## src/rtl/mips16_pkg.sv

```systemverilog
// Shared constants and types for the 16-bit multicycle MIPS memory subsystem.
package mips16_pkg;

  localparam int MIPS16_AW      = 6;
  localparam int MIPS16_DW      = 16;
  localparam int MIPS16_MEM_LAT = 1;

  // Arbiter sequencing states: decide, strobe memory, wait for data, acknowledge.
  typedef enum logic [1:0] {
    ST_IDLE   = 2'd0,
    ST_ACCESS = 2'd1,
    ST_WAIT   = 2'd2,
    ST_RESP   = 2'd3
  } arb_state_t;

endpackage

```

## src/rtl/arb_starve_ctr.sv

```systemverilog
// Counts how many consecutive arbitrations the debug port has lost to the CPU.
// Flags "starved" once the count reaches MAX so the debug port wins next time.
module arb_starve_ctr #(
  parameter int MAX = 4
) (
  input  logic clock,
  input  logic reset_n,
  input  logic i_decide,
  input  logic i_dbg_req,
  input  logic i_dbg_win,
  output logic o_starved
);

  localparam int CW = $clog2(MAX + 1);

  logic [CW-1:0] r_cnt;

  // Clear when debug is idle or wins at a decision point, else count CPU wins up to MAX.
  always_ff @(posedge clock) begin
    if (!reset_n) begin
      r_cnt <= '0;
    end else if (i_decide) begin
      if (!i_dbg_req || i_dbg_win) begin
        r_cnt <= '0;
      end else if (r_cnt != CW'(MAX)) begin
        r_cnt <= r_cnt + CW'(1);
      end
    end
  end

  assign o_starved = (r_cnt == CW'(MAX));

endmodule

```

## src/rtl/mem_port_arbiter.sv

```systemverilog
// Shares the single-port program/data memory between the CPU datapath and the
// debug/loader port. Each access runs IDLE -> ACCESS -> WAIT(MEM_LAT) -> RESP,
// so reads and writes have the same fixed latency.
//
// Handshake: a requester holds req/we/addr/wdata stable until the cycle its ack
// is 1; req&ack completes the transaction, and req still high in the following
// cycle starts a new one. Only the current owner ever sees ack.
module mem_port_arbiter
  import mips16_pkg::*;
#(
  parameter int AW           = MIPS16_AW,
  parameter int DW           = MIPS16_DW,
  parameter int MEM_LAT      = MIPS16_MEM_LAT,
  parameter int DBG_MAX_WAIT = 4
) (
  input  logic          clock,
  input  logic          reset_n,
  input  logic          cpu_req,
  input  logic          cpu_we,
  input  logic [AW-1:0] cpu_addr,
  input  logic [DW-1:0] cpu_wdata,
  output logic          cpu_ack,
  output logic [DW-1:0] cpu_rdata,
  output logic          cpu_stall,
  input  logic          dbg_req,
  input  logic          dbg_we,
  input  logic [AW-1:0] dbg_addr,
  input  logic [DW-1:0] dbg_wdata,
  output logic          dbg_ack,
  output logic [DW-1:0] dbg_rdata,
  output logic [AW-1:0] mem_addr,
  output logic [DW-1:0] mem_wdata,
  output logic          mem_re,
  output logic          mem_we,
  input  logic [DW-1:0] mem_rdata,
  output logic          owner_dbg,
  output arb_state_t    fsm_state
);

  localparam int LW = (MEM_LAT > 1) ? $clog2(MEM_LAT) : 1;

  arb_state_t    r_state;
  logic [LW-1:0] r_lat;
  logic          r_we;
  logic          r_owner_dbg;
  logic [AW-1:0] r_mem_addr;
  logic [DW-1:0] r_mem_wdata;
  logic          r_mem_re;
  logic          r_mem_we;
  logic          r_cpu_ack;
  logic          r_dbg_ack;
  logic [DW-1:0] r_cpu_rdata;
  logic [DW-1:0] r_dbg_rdata;

  logic          w_decide;
  logic          w_starved;
  logic          w_dbg_win;
  logic          w_sel_we;
  logic [AW-1:0] w_sel_addr;
  logic [DW-1:0] w_sel_wdata;

  // CPU has priority unless the debug port has lost DBG_MAX_WAIT times in a row.
  assign w_decide    = (r_state == ST_IDLE);
  assign w_dbg_win   = dbg_req & (~cpu_req | w_starved);
  assign w_sel_we    = w_dbg_win ? dbg_we    : cpu_we;
  assign w_sel_addr  = w_dbg_win ? dbg_addr  : cpu_addr;
  assign w_sel_wdata = w_dbg_win ? dbg_wdata : cpu_wdata;

  arb_starve_ctr #(
    .MAX (DBG_MAX_WAIT)
  ) u_starve (
    .clock     (clock),
    .reset_n   (reset_n),
    .i_decide  (w_decide),
    .i_dbg_req (dbg_req),
    .i_dbg_win (w_dbg_win),
    .o_starved (w_starved)
  );

  // Transaction sequencer with registered strobes, acks and read-data capture.
  always_ff @(posedge clock) begin
    if (!reset_n) begin
      r_state     <= ST_IDLE;
      r_lat       <= '0;
      r_we        <= 1'b0;
      r_owner_dbg <= 1'b0;
      r_mem_addr  <= '0;
      r_mem_wdata <= '0;
      r_mem_re    <= 1'b0;
      r_mem_we    <= 1'b0;
      r_cpu_ack   <= 1'b0;
      r_dbg_ack   <= 1'b0;
      r_cpu_rdata <= '0;
      r_dbg_rdata <= '0;
    end else begin
      r_mem_re  <= 1'b0;
      r_mem_we  <= 1'b0;
      r_cpu_ack <= 1'b0;
      r_dbg_ack <= 1'b0;
      case (r_state)
        ST_IDLE: begin
          if (cpu_req || dbg_req) begin
            r_owner_dbg <= w_dbg_win;
            r_we        <= w_sel_we;
            r_mem_addr  <= w_sel_addr;
            r_mem_wdata <= w_sel_wdata;
            r_mem_re    <= ~w_sel_we;
            r_mem_we    <= w_sel_we;
            r_state     <= ST_ACCESS;
          end
        end
        ST_ACCESS: begin
          r_lat   <= LW'(MEM_LAT - 1);
          r_state <= ST_WAIT;
        end
        ST_WAIT: begin
          if (r_lat == '0) begin
            if (!r_we) begin
              if (r_owner_dbg) begin
                r_dbg_rdata <= mem_rdata;
              end else begin
                r_cpu_rdata <= mem_rdata;
              end
            end
            r_cpu_ack <= ~r_owner_dbg;
            r_dbg_ack <= r_owner_dbg;
            r_state   <= ST_RESP;
          end else begin
            r_lat <= r_lat - LW'(1);
          end
        end
        ST_RESP: begin
          r_owner_dbg <= 1'b0;
          r_state     <= ST_IDLE;
        end
        default: begin
          r_state <= ST_IDLE;
        end
      endcase
    end
  end

  assign cpu_ack   = r_cpu_ack;
  assign dbg_ack   = r_dbg_ack;
  assign cpu_rdata = r_cpu_rdata;
  assign dbg_rdata = r_dbg_rdata;
  assign cpu_stall = cpu_req & ~r_cpu_ack;
  assign mem_addr  = r_mem_addr;
  assign mem_wdata = r_mem_wdata;
  assign mem_re    = r_mem_re;
  assign mem_we    = r_mem_we;
  assign owner_dbg = r_owner_dbg;
  assign fsm_state = r_state;

endmodule

```

## config.mk

```make
export PLATFORM = sky130hd
export DESIGN_NAME = mem_port_arbiter
export DESIGN_NICKNAME = d
export VERILOG_FILES = /design/src/rtl/mips16_pkg.sv /design/src/rtl/arb_starve_ctr.sv /design/src/rtl/mem_port_arbiter.sv
export SDC_FILE = /design/constraint.sdc
export NUM_CORES = 1
export LEC_CHECK = 0
export ABC_AREA = 1
export CAP_MARGIN = 20
export CORE_MARGIN = 4
export CORE_UTILIZATION = 38
export DETAILED_ROUTE_END_ITERATION = 7
export PLACE_DENSITY = 0.75
export SLEW_MARGIN = 25
export SYNTH_ARGS = -nofsm -noshare
export SYNTH_HDL_FRONTEND = slang
export SYNTH_SLANG_ARGS = --single-unit
```

## constraint.sdc

```tcl
create_clock -name clock -period 1.4 [get_ports clock]
set_clock_uncertainty 0.05 [all_clocks]
set_input_delay 0.14 -clock clock [delete_from_list [all_inputs] [get_ports clock]]
set_output_delay 0.14 -clock clock [all_outputs]
set_load 0.1 [all_outputs]
```

# After elaboration in Yosys (flattened, before gate mapping)
# Cells that the tools add are included.
# totals
register_bits	66
input_bits	66
output_inout_bits	62
wordCells	60
# op_classes
addsub	2
n_eq_ne	7
n_mux	12
n_bitwise	11
reduce_logical	15
# ops
cell	count
$mux 16	1
$not 1->1	8
$pmux 2 s4	1
$reduce_and 2->1	4
$reduce_and 4->1	2
$mux 3	2
$mux 6	1
$reduce_bool 2->1	3
$eq 2x2->1 const B	2
$mux 2	2
$ne 2x2->1 const B	2
$pmux 1 s2	2
$add 3x1->3 const B	1
$eq 3x3->1 const B	1
$mux 1	3
$ne 3x3->1 const B	1
$reduce_and 3->1	1
$reduce_or 3->1	1
$and 1x1->1	2
$eq 2x1->1 const B	1
$logic_not 2->1	1
$logic_or 1x1->1	2
$logic_not 1->1	1
$or 1x1->1	1
$sub 1x1->1 const B	1

# Depth between registers and ports, before layout
# Gate-level depths: netlist of the first run.
# depth
word_depth	6
mapped_depth	9
mapped_depth_nobuf	8

# Hierarchy
# A second synthesis of the first run with hierarchy kept.
# hier_totals
cells_unflattened	391
hier_area_um2	2919.0
# modules_own_cells
mod	n_inst	cells_each	area_each_um2	seq_area_each_um2
mem_port_arbiter	1	362	2725.1	1241.2
arb_starve_ctr	1	29	193.9	60.1

# Least setup slack after synthesis of the first run
# No wires, ideal clock.
# synth_timing
path_kind	reg-to-output
start	reg r_cpu_ack, in the netlist cpu_ack
end	out cpu_stall
arrival_time_ns	2.047
path_slack_ns	-0.837
stages_incl_launch_ff	2
n_path_buf	0
cell_sequence	dfxtp_1 > nor2_1
# synth_via
elab_chain_len	2
# synth_lines
element	line_no	rtl
from (decl)	mem_port_arbiter.sv:50	logic r_cpu_ack;
from (signal assigned)	mem_port_arbiter.sv:125	r_cpu_ack <= ~r_owner_dbg;
$not 1->1	mem_port_arbiter.sv:147	assign cpu_stall = cpu_req & ~r_cpu_ack;
$and 1x1->1	mem_port_arbiter.sv:147	
to (decl)	mem_port_arbiter.sv:24	output logic cpu_stall,
# No other way between the ends.

# Worst setup path in the final report of the first run
# layout_timing
start	in dbg_req
end	reg r_mem_wdata[1], in the netlist mem_wdata[1]
# layout_via
elab_chain_len	2
elab_cells_between_ends	4
# layout_lines
element	line_no	rtl
from (decl)	mem_port_arbiter.sv:25	input logic dbg_req,
$and 1x1->1 or $logic_or 1x1->1 (tied branches)	mem_port_arbiter.sv:64, mem_port_arbiter.sv:102	
$mux 16 or $reduce_and 2->1 (tied branches)	n/a	
to (signal assigned)	mem_port_arbiter.sv:106	r_mem_wdata <= w_sel_wdata;
to (decl)	mem_port_arbiter.sv:47	logic [DW-1:0] r_mem_wdata;
# Parallel ways exist; a longest one is shown, timed or not.
# A chain may end at the register's enable or synchronous reset.

==> results of run 1 <==
## how the worst max path moves through the flow
stage / depth (start not counted) / end / startpoint
after floorplan: 6 / dbg_rdata[10] / fsm_state[1]
after global placement: 8 / mem_addr[3] / dbg_req
after detailed placement: 8 / mem_wdata[0] / dbg_req
after CTS: 8 / mem_addr[3] / fsm_state[1]
after global routing: 8 / mem_wdata[1] / dbg_req
final: 8 / mem_wdata[1] / dbg_req
## repair_timing
action | CTS | global route
buffers inserted | 2 | 5
resized for setup | 17 | 49
endpoints found under the setup margin | 31 | 60
pin swaps | 3 | 24
cloned | 3 | 3
## stage by stage
stage	total power [µW]	utilization	setup slack [ps]	hold WS [ps]
CTS	10810	0.7284	-20.49	360.4
finish	11230	0.7670	-14.00	382.8
detailed placement	8867	0.6843	-271.5	396.9
floorplan	6426	-	-75.59	254.3
global route	11620	0.7670	-86.96	399.2
global placement	8775	0.6843	-203.9	391.2
## layout make-up
class                      count  area [µm²]
fill                         474        1699
sequential                    65        1314
clock buffer                  14       172.7
clock inverter                 2       35.03
tap                           99       123.9
timing repair buffer         161        2351
inverter                      57       229.0
multi-input combinational    235        1368
## per-layer routing
layer,vias to the layer above,part of all wire,global-route usage
met3,33,0.041,0.04462
li1,1493,-,-
met1,1439,0.40,0.2404
met5,-,0,0
met4,0,0.038,0.08534
met2,98,0.52,0.3429
## power by group through the flow
stage	combinational, µW	sequential [µW]	clock [µW]
4_1_cts	6370	2740	1700
2_1_floorplan	1050	5380	0
5_1_grt	7020	2810	1790
3_5_place_dp	6100	2760	0
3_3_place_gp	6030	2740	0
6_report	6790	2760	1670
## critical path, stage by stage
cell             delay (ps)
clkdlybuf4s50_1         690
nor2_1                  140
nor3_4                  180
buf_6                   150
buf_12                  100
buf_16                  110
nand3_2                  60
nand2_1                  70
## flip-flops by register name, summed over array words and instances, names as in the netlist
name and count:
cpu_rdata 16, r_we 1, owner_dbg 1, cpu_ack 1, dbg_ack 1, mem_wdata 16
mem_re 1, mem_addr 6, u_starve.r_cnt 3, fsm_state 2, mem_we 1, dbg_rdata 16
## layout by cell type, fill, tap and decap left out, types with 3 or more instances in the layout
cell	instances
nand2_2	3
nand3_2	18
nand3b_1	23
buf_6	7
clkbuf_8	12
nor2_1	39
clkbuf_16	3
o21ai_1	15
inv_1	49
buf_4	14
buf_12	69
o21ai_0	20
ha_1	4
clkdlybuf4s50_1	64
nand3_1	5
a21oi_1	18
nand2_1	72
nand3_4	3
inv_2	3
dfxtp_2	4
dfxtp_1	59
nor2_4	3
inv_4	4
## kinds of logic after synthesis
family | after synthesis
xor gates and xnor gates | 2
adders and majority gates | 6
DFF | 65
and+or+nand+nor | 171
muxes | 1
buffers and inverters | 77
AOI/OAI and AO/OA | 54
==> metrics.md, run 1 <==
| Metric | Value |
|---|---|
| Crit Path Category | in2reg |
| Worst skew pair latency | 330 ps |
| Via count | 3063 |
| R2r setup slk | -10 ps |
| GPL Wtd Cong | 0.8127 |
| Async SR Flop Fraction | 0 |
| Mapped Cells | 376 |
| CTS Hold Buffers Added | 0 |
| Setup_tns | -42.30 ps |
| I/O pin total | 128 |
| PortBufs | 127 |
| Sequential Power Share | 0.246 |
| Synth area leader | dfxtp_1 |
| Netlist cell types | 25 |
| Routed len/inst | 16.13 µm |
| Internal Pwr Total | 5872 µW |
| Status | finished with violations |
| Dpl cells | 605 |
| Synth area leaders | dfxtp_1, nand2_1, inv_1 |
| Post-synthesis compound-gate area fraction | 0.09532 |
| Num rows | 31 |
| Hold_sp | cpu_req |
| Power density over cell area | 2007 nW/µm² |
| Starting Density | 0.3924 |
| Number of global-route vias before repair | 2927 |
| Yosys warns | 0 |
| Minimum clock period | 1414 ps |
| Vias/cell | 4.839 |
| Maxcap violations | 0 |
| Critical Path AT | 1640 ps |
| Final cell count without fillers | 633 |
| Hold Fails Final Rpt | 0 |
| CTS tree | built |
| CTS root buffer | clkbuf_8 |
| Ys flop type | dfxtp_1 |
| Number of remaining DRC errors | 0 |
| Final Slew Violations | 0 |
| Crit-path max FO | 5 |
| Max frequency | 707.2 MHz |
| EDFF count, synth | 0 |
| VDD IR-drop max | 0.001420 V |
| Mux cell area share after synthesis | 0.003498 |
| GRT Util Overall | 0.2003 |
| Synth Area in XOR/XNOR | 0.006122 |
| Largest net degree at the start of global routing | 36 |
| # H-tree levels | 3 |
| Mean Syn Cell Area | 7.610 µm² |
| Share of cells above drive strength 1 | 0.2959 |
| Global-route wire length before repair | 13.93 mm |
| Grt ovf | 0 |
| Reg2reg end | mem_wdata[1] |
| Worst r2r src | fsm_state[0] |
| Simple logic cell fraction of the synthesized area | 0.2947 |
| DP Area | 4990 µm² |
| Syn-to-layout area delta | 95.45% |
| Final #Nets | 601 |
| Num Clock Sinks | 65 |
| RSZ-0062 raised after global routing | yes |
| Post-DP HPWL | 6.548 mm |
| Initial antenna violation count | 0 |
| Leak Pwr | 0.002407 µW |
| Worst path required time | 1630 ps |
| Rel. slew slack | 0.7522 |
| # setup viols final | 5 |
| Adder-cell share of the synthesized area | 0.02624 |
| Net Sw Frac | 0.4770 |
| Die Height | 94.78 µm |
| Die area | 8982 µm² |
| Setup crit end kind | flop |
| Worst r2r path cells | 9 |
| Die width | 94.78 µm |
| CTS Buf Count | 9 |
| Hold path depth | 5 |
| Synth top area share | 0.4547 |
| Synth Net Count | 448 |
| Final Cycle Share | 1.010 |
| Clock Pin Slew Worst Setup and Hold Paths | 70 ps |
| Hold Path Class | in2reg |
| Most frequent cell after synthesis | nand2_1 |
| Post-route antenna net violation count | 0 |
| Critical path startpoint category | primary input |
| Routed WL | 10.21 mm |
| Setup WS post-layout | -14.00 ps |
| Yosys reg bits | 65 |
| Comb power frac | 0.605 |
| Top post-synthesis cells by count | nand2_1, dfxtp_1, inv_1 |
| Post-Syn Area | 2861 µm² |
| Least-Margin Pin Slew | 370.6 ps |
| Router iterations before antenna repair | 4 |
| Clock power share | 0.149 |
| Main combinational cell family by area after synthesis | simple AND/OR/NAND/NOR gates |
| Failing checks | negative setup slack |
| Core Region | 7292 µm² |
| Diode count | 0 |
| Min-Delay Endpoint | u_starve.r_cnt[0] |
| Net Sw Power | 5355 µW |
| Initial drt markers | 151 |
| Post-synthesis sequential area ratio | 0.4547 |
| Fin area | 5593 µm² |
| Worst-case clock buffer depth | 2 |
(Power assumes the default switching activity.)
==> inputs of run 2 (changes only) <==
--- a/config.mk
+++ b/config.mk
@@ -8,9 +8,10 @@
 export ABC_AREA = 1
 export CAP_MARGIN = 20
 export CORE_MARGIN = 4
-export CORE_UTILIZATION = 38
+export CORE_UTILIZATION = 30
+export CTS_BUF_LIST = sky130_fd_sc_hd__clkbuf_16
 export DETAILED_ROUTE_END_ITERATION = 7
-export PLACE_DENSITY = 0.75
+export PLACE_DENSITY = 0.59
 export SLEW_MARGIN = 25
 export SYNTH_ARGS = -nofsm -noshare
 export SYNTH_HDL_FRONTEND = slang
==> constraint.sdc (replaced) <==
create_clock -name clock -period 1.7 [get_ports clock]
set_clock_uncertainty 0.05 [all_clocks]
set_input_delay 0.17 -clock clock [delete_from_list [all_inputs] [get_ports clock]]
set_output_delay 0.17 -clock clock [all_outputs]
set_load 0.1 [all_outputs]
==> run 2 against run 1 <==
  * The run now ends clean
  * Routed wire length fell by 20%
  * Die area is 24% higher
  * Via count is 10% lower
  * Critical path depth decreased by 1
  * Worst hold slack improved by 20 ps
  * Flip-flop and latch count unchanged
  * Clock power up 8%
  * Sequential power shrank 18%
==> metrics.md, run 2 (same netlist as run 1, synthesis figures left out) <==
| Metric | Value |
|---|---|
| Status | finished clean |
| I/O pin total | 128 |
| Diode count | 0 |
| Grt ovf | 0 |
| Slowest Stage Delay on Critical Path | 360 ps |
| Max frequency | 655.4 MHz |
| Least-Margin Pin Slew | 522.0 ps |
| Core Region | 9284 µm² |
| Fin area | 5195 µm² |
| Die width | 105.7 µm |
| Via count | 2746 |
| CTS Hold Buffers Added | 0 |
| Worst-case clock buffer depth | 2 |
| Final Slew Violations | 0 |
| CTS tree | built |
| Hold Path Class | reg2reg |
| Crit Path Category | reg2reg |
| Dpl cells | 625 |
| Critical Path AT | 1730 ps |
| Commonest non-fill, non-tap cells in the layout | nand2_1, clkdlybuf4s50_1, dfxtp_1 |
| CTS Buf Count | 9 |
| Routed len/inst | 12.73 µm |
| Hold slack final | 403.0 ps |
| Initial drt markers | 97 |
| Final #Nets | 579 |
| Critical path startpoint category | flop |
| Die Height | 105.7 µm |
| Post-DP HPWL | 6.350 mm |
| Dpl ws | -45.34 ps |
| RSZ-0062 raised after global routing | no |
| Die area | 11170 µm² |
| Clock Pin Slew Worst Setup and Hold Paths | 50 ps |
| Number of remaining DRC errors | 0 |
| VDD IR-drop max | 0.0009536 V |
| PortBufs | 127 |
| Global-route wire length before repair | 13.16 mm |
| Number of global-route vias before repair | 2606 |
| # setup viols final | 0 |
| GRT Util Overall | 0.1482 |
| # H-tree levels | 3 |
| Routed WL | 8.162 mm |
| Hold Fails Final Rpt | 0 |
| Setup crit end kind | flop |
| Slowest stage cell, crit path | dfxtp_4 |
| Minimum clock period | 1526 ps |
| Family with the most delay on the worst path | simple AND/OR/NAND/NOR gates |
| GPL Wtd Cong | 0.7980 |
| Num rows | 35 |
| Initial antenna violation count | 0 |
| DP Area | 4893 µm² |
| Final cell count without fillers | 641 |
| Commonest non-fill, non-tap cell in the layout | nand2_1 |
| Hold_sp | r_we |
| Vias/cell | 4.284 |
| Setup WS post-layout | 174.1 ps |
| Share of cells above drive strength 1 | 0.2227 |
| CTS root buffer | clkbuf_16 |
| Router iterations before antenna repair | 5 |
| Final Cycle Share | 0.8976 |
| Power density over cell area | 1712 nW/µm² |
| Worst path required time | 1910 ps |
| Worst skew pair latency | 320 ps |
| Buf/Inv on CP | 3 |
| Syn-to-layout area delta | 81.55% |
| Post-route antenna net violation count | 0 |
| Worst r2r src | fsm_state[0] |
| Most Frequent Cell on Critical Path | inv_1 |
| Maxcap violations | 0 |
| Crit-path max FO | 10 |
| Critical Path Source | fsm_state[0] |
| Num Clock Sinks | 65 |
| Leak Pwr | 0.002244 µW |
| Crit-path cells | inv_1 > ha_1 > inv_1 > nor3_4 > buf_4 > nand3_1 > nand2_1 |
| Setup_tns | 0 ps |
| Rel. slew slack | 0.6511 |
| Largest net degree at the start of global routing | 36 |
| Starting Density | 0.3082 |
## run 2: cell count changes in the layout (fill, tap and decap cells not counted), sizes merged
cell           delta
buf              -18
clkbuf            -8
clkinv            +5
clkdlybuf4s50     +1
dlymetal6s2s      -1
nor2              -1
## run 2: where the power goes
part / internal, µW / switching, µW / leakage, µW
clock: 1130 / 676 / 0.000149
sequential: 1890 / 370 / 0.000533
combinational: 1690 / 3140 / 0.00156
total: 4710 / 4180 / 0.00224
## run 2: final cells by class
class,count,area (µm²)
fill,846,4089
tap,129,161.4
clock buffer,9,225.2
clock inverter,7,71.32
inverter,57,219.0
timing repair buffer,140,1977
sequential,65,1310
multi-input combinational,234,1231
## run 2: what timing repair did
item | CTS | global route
buffers inserted | 0 | 0
setup endpoints to repair | 0 | 6
resized for setup | 0 | 1
## run 2: per-layer routing
metal  track usage  wire, µm  share of wire  up-vias
met1        0.1895      3653           0.45     1231
met5             0         0              0        -
li1              -         -              -     1435
met4       0.06013       122          0.015        0
met3       0.04532       521          0.064        8
met2        0.2322      3865           0.47       72
## run 2: worst min-delay path, cell delays in order (launching register included)
cell     delay (ps)
dfxtp_1         310
nand2_1          60
nand2_1          40
## run 2: metrics by stage
step	util	total power (µW)
2_1_floorplan	-	5274
3_3_place_gp	0.5271	7107
5_1_grt	0.5596	9277
6_report	0.5596	8894
4_1_cts	0.5590	8990
3_5_place_dp	0.5271	7149
## run 2: final timing paths
kind / endpoint / slack, ps / cells past startpoint
max: mem_wdata[11] / 170 / 7
min: r_we / 400 / 2
max reg2reg: mem_wdata[11] / 170 / 7
min reg2reg: r_we / 400 / 2
==> inputs of run 3 (changes only) <==
--- a/config.mk
+++ b/config.mk
@@ -11,6 +11,7 @@
 export CORE_UTILIZATION = 30
 export CTS_BUF_LIST = sky130_fd_sc_hd__clkbuf_16
 export DETAILED_ROUTE_END_ITERATION = 7
+export HOLD_SLACK_MARGIN = 0.02
 export PLACE_DENSITY = 0.59
 export SLEW_MARGIN = 25
 export SYNTH_ARGS = -nofsm -noshare
==> constraint.sdc (replaced) <==
create_clock -name clock -period 1.5 [get_ports clock]
set_clock_uncertainty 0.05 [all_clocks]
set_input_delay 0.15 -clock clock [delete_from_list [all_inputs] [get_ports clock]]
set_output_delay 0.15 -clock clock [all_outputs]
set_load 0.1 [all_outputs]
==> run 3 against run 2 <==
  * Clock power about the same
  * Critical path type unchanged
  * Setup slack worse by 160 ps
  * Via count increased by 2.5%
  * Register-to-register slack got worse by 160 ps
  * Routed wire length grew 8.4%
  * Core utilization rose by 1.9 points
  * Critical endpoint is now owner_dbg
  * Critical path depth grew 1
  * Design area up 3.3%
  * Die area unchanged
==> metrics.md, run 3 (same netlist as run 1, synthesis figures left out) <==
| Metric | Value |
|---|---|
| CTS Buf Count | 9 |
| Share of cells above drive strength 1 | 0.2389 |
| Final cell count without fillers | 648 |
| Least-Margin Pin Slew | 330.1 ps |
| # setup viols final | 0 |
| Worst-case clock buffer depth | 2 |
| Fin area | 5369 µm² |
| GRT Util Overall | 0.1512 |
| Hold Fails Final Rpt | 0 |
| Status | finished clean |
| Number of remaining DRC errors | 0 |
| Maxcap violations | 0 |
| Commonest non-fill, non-tap cell in the layout | nand2_1 |
| Leak Pwr | 0.002315 µW |
| I/O pin total | 128 |
| GPL Wtd Cong | 0.7530 |
| Num rows | 35 |
| Slowest stage cell, crit path | dfxtp_4 |
| Hold_sp | cpu_addr[3] |
| Commonest non-fill, non-tap cells in the layout | nand2_1, buf_12, clkdlybuf4s50_1 |
| Power density over cell area | 1887 nW/µm² |
| Clock Pin Slew Worst Setup and Hold Paths | 50 ps |
| Setup_tns | 0 ps |
| PortBufs | 127 |
| Post-route antenna net violation count | 0 |
| VDD IR-drop max | 0.0008799 V |
| Critical Path AT | 1680 ps |
| Met3 WL | 366 µm |
| Die width | 105.7 µm |
| Post-DP HPWL | 6.210 mm |
| Final Slew Violations | 0 |
| Num Clock Sinks | 65 |
| Overall power | 10130 µW |
| Setup crit end kind | flop |
| Slowest Stage Delay on Critical Path | 360 ps |
| Router iterations before antenna repair | 4 |
| Worst skew pair latency | 320 ps |
| DP Area | 4974 µm² |
| Diode count | 0 |
| Routed len/inst | 13.65 µm |
| Vias/cell | 4.346 |
| Initial drt markers | 116 |
| Max frequency | 674.4 MHz |
| Worst r2r src | fsm_state[1] |
| CTS tree | built |
| R2r setup slk | 20 ps |
| Worst path required time | 1700 ps |
| Minimum clock period | 1483 ps |
| Final Cycle Share | 0.9885 |
| Crit Path Category | reg2reg |
| Global-route wire length before repair | 13.42 mm |
| Met1 wire length | 3.744 mm |
| Rel. slew slack | 0.7794 |
| # H-tree levels | 3 |
| Largest net degree at the start of global routing | 36 |
| Family with the most delay on the worst path | buffers and inverters |
| Buf/Inv on CP | 4 |
| Die area | 11170 µm² |
| Crit-path cells | inv_1 > ha_1 > inv_2 > nor3_4 > buf_6 > buf_12 > nand2_1 > a21oi_1 |
| Via count | 2816 |
| Crit-path max FO | 7 |
| Critical Path Source | fsm_state[1] |
| Metal2 WL | 4.552 mm |
| Syn-to-layout area delta | 87.63% |
| Critical path startpoint category | flop |
| Dpl cells | 625 |
| Core Region | 9284 µm² |
| Starting Density | 0.3082 |
| Initial antenna violation count | 0 |
| Routed WL | 8.847 mm |
| CTS root buffer | clkbuf_16 |
| Top Layer Used | met4 |
| Die Height | 105.7 µm |
| Final #Nets | 587 |
| Number of global-route vias before repair | 2803 |
| Grt ovf | 0 |
| Hold Path Class | in2reg |
## run 3: cell count changes in the layout (fill, tap and decap cells not counted), sizes merged
cell      delta
clkinvlp     +1
inv          +2
clkbuf       +2
clkinv       -3
nor2         +1
buf          +5
bufinv       -1
## run 3: where the power goes
part	total, µW	switching (µW)	internal [µW]
clock	1780	703	1080
combinational	5770	3670	2110
sequential	2570	423	2150
## run 3: worst reg2reg max path, cell delays in order, from the launching register on
cell and delay (ps):
dfxtp_4 360, inv_1 80, ha_1 180, inv_2 60, nor3_4 230, buf_6 150, buf_12 120, nand2_1 50
a21oi_1 120
## run 3: final cells by class
class | instances | area, µm²
clock inverters | 6 | 28.78
flip-flops and latches | 65 | 1310
well taps | 129 | 161.4
inverters | 57 | 219.0
clock buffers | 9 | 225.2
multi-input cells | 235 | 1257
repair buffers | 147 | 2167
fillers | 837 | 3915
## run 3: repair_timing
item / 4_1_cts / 5_1_grt
cloned: 1 / 3
pin swaps: 1 / 4
hold buffers: 0 / 0
buffers inserted: 0 / 4
resized for setup: 1 / 11
hold endpoints to repair: 0 / 0
endpoints found under the setup margin: 12 / 16
## run 3: stage by stage
| step | setup slack (ps) | hold slack (ps) | utilization |
|---|---|---|---|
| after floorplan | 2.543 | 264.3 | - |
| after global placement | -78.85 | 400.5 | 0.5357 |
| after detailed placement | -167.1 | 401.1 | 0.5357 |
| after CTS | 43.91 | 393.6 | 0.5643 |
| after global routing | -48.44 | 426.0 | 0.5783 |
| final | 17.28 | 399.0 | 0.5783 |
## run 3: final timing paths
path	end	depth (start not counted)
hold / removal	mem_addr[3]	5
setup reg to reg	owner_dbg	8
setup / recovery	owner_dbg	8
hold reg to reg	r_we	2
## run 3: routing by layer
layer	GRT usage	up-vias
li1	-	1452
met5	0	-
met3	0.03980	12
met1	0.1727	1291
met2	0.2637	61
met4	0.06753	0
